==> config.mk <==
export PLATFORM = sky130hd
export DESIGN_NAME = lcd_reader_flat
export DESIGN_NICKNAME = d
export VERILOG_FILES = /design/src/rtl/lcd_pkg.sv /design/src/rtl/lcd_reader_if.sv /design/src/rtl/lcd_cycle_timer.sv /design/src/rtl/lcd_reader.sv /design/src/flat_wrapper.sv
export SDC_FILE = /design/constraint.sdc
export NUM_CORES = 1
export LEC_CHECK = 0
export ABC_AREA = 1
export BUFFER_PORTS_ARGS = -buffer_cell sky130_fd_sc_hd__buf_4
export CAP_MARGIN = 20
export CORE_MARGIN = 1
export CORE_UTILIZATION = 45
export CTS_CLUSTER_SIZE = 28
export DETAILED_ROUTE_END_ITERATION = 10
export PLACE_DENSITY = 0.69
export SYNTH_ARGS = -nofsm -noshare
export SYNTH_HDL_FRONTEND = slang
export SYNTH_SLANG_ARGS = --single-unit
==> constraint.sdc <==
create_clock -name clock -period 3.1 [get_ports clock]
set_input_delay 0 -clock clock [delete_from_list [all_inputs] [get_ports clock]]
set_output_delay 0 -clock clock [all_outputs]
set_load 0.005 [all_outputs]
==> src/rtl/lcd_pkg.sv <==
// Shared definitions for the LCD read controller: FSM state encoding,
// default timing constants and the busy-flag bit position.
package lcd_pkg;

  typedef enum logic [2:0] {
    ST_IDLE,
    ST_SETUP,
    ST_EN_HIGH,
    ST_HOLD,
    ST_FIN
  } lcd_state_t;

  localparam int LCD_DEFAULT_CLOCK_DIVIDER = 16;
  localparam int LCD_DEFAULT_SETUP_CYCLES  = 1;
  localparam int LCD_DEFAULT_HOLD_CYCLES   = 1;
  localparam int LCD_DEFAULT_POLL_LIMIT    = 255;

  // Bit 7 of a status read (RS=0) is the controller's busy flag.
  localparam int LCD_BUSY_BIT = 7;

  // Width of the shared phase counter.
  localparam int LCD_CNT_W = 5;

endpackage

==> src/rtl/lcd_reader_if.sv <==
// Request/response and LCD bus signals of the LCD read controller.
// With LCD_READ_BUSY_POLL_EN defined the poll request and timeout flag
// are added to the bundle.
interface lcd_reader_if;

  logic       iRS;
  logic       start;
  logic [7:0] data;
  logic       done;
  logic       busy;
  logic [7:0] LCD_DATA_IN;
  logic       LCD_RW;
  logic       LCD_EN;
  logic       LCD_RS;
`ifdef LCD_READ_BUSY_POLL_EN
  logic       poll;
  logic       timeout;

  modport master (
    output iRS, start, LCD_DATA_IN, poll,
    input  data, done, busy, LCD_RW, LCD_EN, LCD_RS, timeout
  );

  modport slave (
    input  iRS, start, LCD_DATA_IN, poll,
    output data, done, busy, LCD_RW, LCD_EN, LCD_RS, timeout
  );
`else
  modport master (
    output iRS, start, LCD_DATA_IN,
    input  data, done, busy, LCD_RW, LCD_EN, LCD_RS
  );

  modport slave (
    input  iRS, start, LCD_DATA_IN,
    output data, done, busy, LCD_RW, LCD_EN, LCD_RS
  );
`endif

endinterface

==> src/rtl/lcd_cycle_timer.sv <==
// Phase timer shared by the SETUP, EN_HIGH and HOLD states. Counts up from
// zero while enabled and flags expiry when the count reaches the terminal
// value (phase length minus one). Saturates instead of wrapping.
module lcd_cycle_timer
  import lcd_pkg::*;
(
  input  logic                 clock,
  input  logic                 reset,
  input  logic                 load,
  input  logic                 count_en,
  input  logic [LCD_CNT_W-1:0] terminal,
  output logic                 expire
);

  logic [LCD_CNT_W-1:0] count_reg;

  // Clear on reset or phase change, otherwise count up without wrapping.
  always_ff @(posedge clock) begin
    if (reset || load) begin
      count_reg <= '0;
    end else if (count_en && (count_reg != '1)) begin
      count_reg <= count_reg + 1'b1;
    end
  end

  assign expire = count_en && (count_reg == terminal);

endmodule

==> src/rtl/lcd_reader.sv <==
// HD44780-style LCD read controller: on a start edge it drives RS/RW,
// strobes EN for CLOCK_DIVIDER+1 cycles, captures the bus as EN falls and
// reports completion with done.
// Optional feature macro: LCD_READ_BUSY_POLL_EN (busy-flag polling with
// poll input and timeout output).
module lcd_reader
  import lcd_pkg::*;
#(
  parameter int CLOCK_DIVIDER = LCD_DEFAULT_CLOCK_DIVIDER,
  parameter int SETUP_CYCLES  = LCD_DEFAULT_SETUP_CYCLES,
  parameter int HOLD_CYCLES   = LCD_DEFAULT_HOLD_CYCLES,
  parameter int POLL_LIMIT    = LCD_DEFAULT_POLL_LIMIT
) (
  input  logic clock,
  input  logic reset,
  lcd_reader_if.slave bus
);

  // Reject timings the 5-bit phase counter cannot represent.
  if (SETUP_CYCLES < 1 || SETUP_CYCLES > 15 || HOLD_CYCLES < 1 || HOLD_CYCLES > 15 ||
      CLOCK_DIVIDER < 0 || CLOCK_DIVIDER > 31 || POLL_LIMIT < 1) begin : g_param_check
    $error("lcd_reader: timing parameter out of range");
  end

  localparam logic [LCD_CNT_W-1:0] SETUP_T = LCD_CNT_W'(SETUP_CYCLES - 1);
  localparam logic [LCD_CNT_W-1:0] EN_T    = LCD_CNT_W'(CLOCK_DIVIDER);
  localparam logic [LCD_CNT_W-1:0] HOLD_T  = LCD_CNT_W'(HOLD_CYCLES - 1);

  lcd_state_t state_reg;
  logic       start_prev_reg;
  logic       start_armed_reg;
  logic [7:0] data_reg;
  logic       done_reg;
  logic       busy_reg;
  logic       lcd_rw_reg;
  logic       lcd_en_reg;
  logic       lcd_rs_reg;

  logic                 start_edge;
  logic                 state_change;
  logic                 timer_run;
  logic                 timer_expire;
  logic [LCD_CNT_W-1:0] timer_terminal;

`ifdef LCD_READ_BUSY_POLL_EN
  localparam int POLL_W = $clog2(POLL_LIMIT + 1);
  logic              poll_mode_reg;
  logic              timeout_reg;
  logic [POLL_W-1:0] reads_reg;
  logic              last_read;

  assign last_read   = (reads_reg >= POLL_W'(POLL_LIMIT - 1));
  assign bus.timeout = timeout_reg;
`endif

  // The armed flag keeps a start held high through reset release from
  // looking like a fresh edge: start must be seen low first.
  assign start_edge   = bus.start && !start_prev_reg && start_armed_reg && (state_reg == ST_IDLE);
  assign state_change = start_edge || timer_expire || (state_reg == ST_FIN);

  // Select the phase length for the timed states.
  always_comb begin
    timer_run      = 1'b0;
    timer_terminal = '0;
    unique case (state_reg)
      ST_SETUP:   begin timer_run = 1'b1; timer_terminal = SETUP_T; end
      ST_EN_HIGH: begin timer_run = 1'b1; timer_terminal = EN_T;    end
      ST_HOLD:    begin timer_run = 1'b1; timer_terminal = HOLD_T;  end
      default:    ;
    endcase
  end

  lcd_cycle_timer u_timer (
    .clock    (clock),
    .reset    (reset),
    .load     (state_change),
    .count_en (timer_run),
    .terminal (timer_terminal),
    .expire   (timer_expire)
  );

  // Read sequencer with registered LCD strobes and status outputs.
  always_ff @(posedge clock) begin
    if (reset) begin
      state_reg       <= ST_IDLE;
      start_prev_reg  <= 1'b0;
      start_armed_reg <= 1'b0;
      data_reg        <= 8'h00;
      done_reg        <= 1'b0;
      busy_reg        <= 1'b0;
      lcd_rw_reg      <= 1'b0;
      lcd_en_reg      <= 1'b0;
      lcd_rs_reg      <= 1'b0;
`ifdef LCD_READ_BUSY_POLL_EN
      poll_mode_reg   <= 1'b0;
      timeout_reg     <= 1'b0;
      reads_reg       <= '0;
`endif
    end else begin
      start_prev_reg  <= bus.start;
      start_armed_reg <= start_armed_reg || !bus.start;
      unique case (state_reg)
        ST_IDLE: begin
          if (start_edge) begin
            state_reg  <= ST_SETUP;
            lcd_rw_reg <= 1'b1;
            busy_reg   <= 1'b1;
            done_reg   <= 1'b0;
`ifdef LCD_READ_BUSY_POLL_EN
            // Polling always reads the status register.
            lcd_rs_reg    <= bus.poll ? 1'b0 : bus.iRS;
            poll_mode_reg <= bus.poll;
            timeout_reg   <= 1'b0;
            reads_reg     <= '0;
`else
            lcd_rs_reg <= bus.iRS;
`endif
          end
        end
        ST_SETUP: begin
          if (timer_expire) begin
            state_reg  <= ST_EN_HIGH;
            lcd_en_reg <= 1'b1;
          end
        end
        ST_EN_HIGH: begin
          if (timer_expire) begin
            state_reg  <= ST_HOLD;
            lcd_en_reg <= 1'b0;
            data_reg   <= bus.LCD_DATA_IN;
          end
        end
        ST_HOLD: begin
          if (timer_expire) begin
`ifdef LCD_READ_BUSY_POLL_EN
            if (poll_mode_reg && data_reg[LCD_BUSY_BIT] && !last_read) begin
              state_reg <= ST_SETUP;
              reads_reg <= reads_reg + 1'b1;
            end else begin
              state_reg   <= ST_FIN;
              lcd_rw_reg  <= 1'b0;
              busy_reg    <= 1'b0;
              done_reg    <= 1'b1;
              timeout_reg <= poll_mode_reg && data_reg[LCD_BUSY_BIT];
            end
`else
            state_reg  <= ST_FIN;
            lcd_rw_reg <= 1'b0;
            busy_reg   <= 1'b0;
            done_reg   <= 1'b1;
`endif
          end
        end
        ST_FIN: begin
          state_reg <= ST_IDLE;
        end
        default: begin
          state_reg <= ST_IDLE;
        end
      endcase
    end
  end

  assign bus.data   = data_reg;
  assign bus.done   = done_reg;
  assign bus.busy   = busy_reg;
  assign bus.LCD_RW = lcd_rw_reg;
  assign bus.LCD_EN = lcd_en_reg;
  assign bus.LCD_RS = lcd_rs_reg;

endmodule
==> src/flat_wrapper.sv <==
// flat-port wrapper written by rule: the top's interface ports become plain ports
module lcd_reader_flat import lcd_pkg::*;
#(
  parameter int CLOCK_DIVIDER = LCD_DEFAULT_CLOCK_DIVIDER,
  parameter int SETUP_CYCLES  = LCD_DEFAULT_SETUP_CYCLES,
  parameter int HOLD_CYCLES   = LCD_DEFAULT_HOLD_CYCLES,
  parameter int POLL_LIMIT    = LCD_DEFAULT_POLL_LIMIT
)
  (clock, reset, bus_iRS, bus_start, bus_LCD_DATA_IN, bus_data, bus_done, bus_busy, bus_LCD_RW, bus_LCD_EN, bus_LCD_RS);
  lcd_reader_if bus_i ();
  input  logic clock;
  input  logic reset;
  input wire logic [$bits(bus_i.iRS)-1:0] bus_iRS;
  input wire logic [$bits(bus_i.start)-1:0] bus_start;
  input wire logic [$bits(bus_i.LCD_DATA_IN)-1:0] bus_LCD_DATA_IN;
  output wire logic [$bits(bus_i.data)-1:0] bus_data;
  output wire logic [$bits(bus_i.done)-1:0] bus_done;
  output wire logic [$bits(bus_i.busy)-1:0] bus_busy;
  output wire logic [$bits(bus_i.LCD_RW)-1:0] bus_LCD_RW;
  output wire logic [$bits(bus_i.LCD_EN)-1:0] bus_LCD_EN;
  output wire logic [$bits(bus_i.LCD_RS)-1:0] bus_LCD_RS;
  assign bus_i.iRS = bus_iRS;
  assign bus_i.start = bus_start;
  assign bus_i.LCD_DATA_IN = bus_LCD_DATA_IN;
  assign bus_data = bus_i.data;
  assign bus_done = bus_i.done;
  assign bus_busy = bus_i.busy;
  assign bus_LCD_RW = bus_i.LCD_RW;
  assign bus_LCD_EN = bus_i.LCD_EN;
  assign bus_LCD_RS = bus_i.LCD_RS;
  lcd_reader #(.CLOCK_DIVIDER(CLOCK_DIVIDER), .SETUP_CYCLES(SETUP_CYCLES), .HOLD_CYCLES(HOLD_CYCLES), .POLL_LIMIT(POLL_LIMIT)) u_core (.clock(clock), .reset(reset), .bus(bus_i));
endmodule
==> qor.csv <==
stage,metric,value,unit
global_route,vias in the first global route,906,
logic_synthesis,Post-Synthesis Cells,137,
placed_design,DP HPWL,1.47,mm
placed_design,Port Buf Inserts,24,
floorplanning,row count,16,
clock_network,CTS tree,done,
floorplanning,Initial Utilization,0.495,
clock_network,Post-CTS Resized,0,
power,pwr dens,685,mW/mm^2
global_route,pin count of the biggest net entering global routing,14,
critical_path,critical path required time,3.35,ns
job,Max-cap violations,0,
clock_network,root buf cell,clkbuf_4,
clock_network,CTS sink cnt,22,
placed_design,total placed cells including tap cells,186,
placed_design,Final GP Congestion,0.831,
floorplanning,Ports,25,
floorplanning,Die X,49.2,um
logic_synthesis,Synth Cell Area,0.00100,mm^2
routing,Routed WL,2.09,mm
cells_and_area,Filler Cells Inserted,188,
global_route,final global-route overflow total,0,
logic_synthesis,Netlist cell types,21,
sta,final hold viol count,0,
logic_synthesis,ys flop type,dfxtp_1,
critical_path,CP Launch Type,register,
cells_and_area,"Cell Count, Final, Fillers Out",200,
sta,unrepaired setup endpoints after global routing,false,
routing,post-route ant nets,0,
sta,pins over their slew limit,0,
logic_synthesis,YS warnings,0,
clock_network,Post-CTS Hold Buffers,11,
clock_network,H-tree Lvls,1,
global_route,GRT Util Overall,0.191,
global_route,first-pass GRT wire length,3.59,mm
cells_and_area,area delta synth->final,33.4,%
clock_network,"Clk pin slew, worst setup/hold paths",0.11,ns
cells_and_area,n_diodes,0,
worst_hold_path,class of the worst hold path,input port to register,
critical_path,worst-path fanout max,5,
routing,DR iter-0 viols,16,
sta,setup TNS,0,ns
floorplanning,Die H,49.2,um
critical_path,worst path arrival time,1.77,ns
floorplanning,Die ar.,0.00242,mm^2
routing,WL/cell,10.5,um
routing,drt pass-1 iters,4,
sta,Setup Skew,0.00454,ns
power,Lkg Pwr,0.654,nW
cells_and_area,max FFs per register,8,
critical_path,critical path class,register to register,
clock_network,worst skew pair latency,0.30,ns
sta,Finish-stage setup viols,0,
logic_synthesis,number of synthesized flops with an enable pin,0,
routing,vias per cell,4.69,
clock_network,clock tree buffer depth,2,
clock_network,Num CTS Buffers,3,
logic_synthesis,"Net Count, Synth",152,
clock_network,post-CTS setup buffer count,0,
logic_synthesis,post-synthesis sequential area ratio,0.440,
sta,Tcrit/Tclk final,0.490,
routing,DR DRC count,0,
logic_synthesis,ys async rst share,0,
run_status,status,"complete, no violations",
logic_synthesis,syn avg cell area,7.31,um^2
power,Peak VDD IR,0.438,mV
global_route,antenna violations before repair,0,
critical_path,CP endpoint kind,register,
critical_path,Reg2Reg Setup Slack,1.58,ns
logic_synthesis,#FFs+latches synth,22,
floorplanning,core area,0.00202,mm^2
sta,Fmax achieved,658,MHz
cells_and_area,fraction of layout instances using a drive strength above 1,0.220,
cells_and_area,nets,190,
sta,Final Critical Period,1.52,ns
sta,measured slew at the worst slew-check pin,0.383,ns
routing,via count of the routed design,938,
sta,Slew HR,0.744,
[final timing paths]
kind | endpoint | depth (start not counted) | startpoint
worst max register to register | u_core.u_timer.count_reg[3] | 10 | u_core.u_timer.count_reg[0]
worst min register to register | u_core.bus.done | 2 | u_core.bus.done
worst min-delay path | u_core.bus.busy | 3 | reset
worst max-delay path | u_core.u_timer.count_reg[3] | 10 | u_core.u_timer.count_reg[0]
[cell usage after synthesis, types with 2 or more instances]
cell      n  area share
nor2_1   28        0.10
dfxtp_1  22        0.44
nand2_1  20       0.075
inv_1    18       0.067
nand3_1  12       0.060
a21oi_1   8       0.040
o21ai_1   8       0.040
ha_1      3       0.038
nor2_2    3       0.019
nand3_2   2       0.020
nor2_4    2       0.022
xor2_1    2       0.018
[stage by stage]
step	utilization	total power [W]	cell area, um^2	hold slack (ns)	setup WS (ns)
after floorplan	-	0.000656	1000	0.0691	1.73
after global placement	0.595	0.000771	1200	0.209	1.65
after detailed placement	0.595	0.000781	1200	0.210	1.60
after CTS	0.660	0.000920	1340	0.437	1.58
after global routing	0.660	0.000992	1340	0.445	1.39
final	0.660	0.000914	1340	0.449	1.58
[layout make-up]
class | count | area, um^2 | area share
Multi-Input combinational cell | 93 | 470 | 0.352
Tap cell | 27 | 33.8 | 0.0253
Clock buffer | 3 | 22.5 | 0.0169
Sequential cell | 22 | 440 | 0.330
Inverter | 20 | 77.6 | 0.0581
Timing Repair Buffer | 35 | 290 | 0.217
[placed cells by master, fill, tap and decap left out, drive strengths merged]
cell         netlist  layout
nor2              33      33
buf                2      24
dfxtp             22      22
nand2             22      22
inv               20      20
nand3             14      14
dlygate4sd3        0      11
o21ai              9       9
a21oi              8       8
ha                 3       3
clkbuf             0       3
xor2               2       2
nor3               1       1
nand4              1       1
[logic make-up (layout without fill, tap and decap cells)]
kind of cell,Yosys count,in the layout,share of synthesized area
AOI/OAI and AO/OA,17,17,0.0850
and+or+nand+nor,71,71,0.330
xor gates and xnor gates,2,2,0.0175
buffers and inverters,22,58,0.0900
DFF,22,22,0.440
adders and majority gates,3,3,0.0375
[critical path, stage by stage, from the launching register on]
cell and delay (ns):
dfxtp_1 0.35, ha_1 0.20, inv_1 0.08, nor2_1 0.05, ha_1 0.16, inv_1 0.15
nand2_4 0.09, nor2_2 0.10, xor2_1 0.14, inv_1 0.05, nor2_1 0.07
[where the power goes]
group / leakage [nW] / internal, W / switching (W) / total [W]
Combinational: 0.460 / 0.000168 / 0.000228 / 0.000396
Sequential: 0.180 / 0.000343 / 0.0000488 / 0.000392
Clock: 0.0138 / 0.0000453 / 0.0000807 / 0.000126
Total: 0.654 / 0.000557 / 0.000358 / 0.000914
[per-layer routing]
layer  global-route usage  routed length, um
met1                0.217                939
met4               0.0147                  0
met5                    0                  0
met3               0.0685                 95
met2                0.352               1060
No activity file was read; power rests on OpenSTA's default activity.
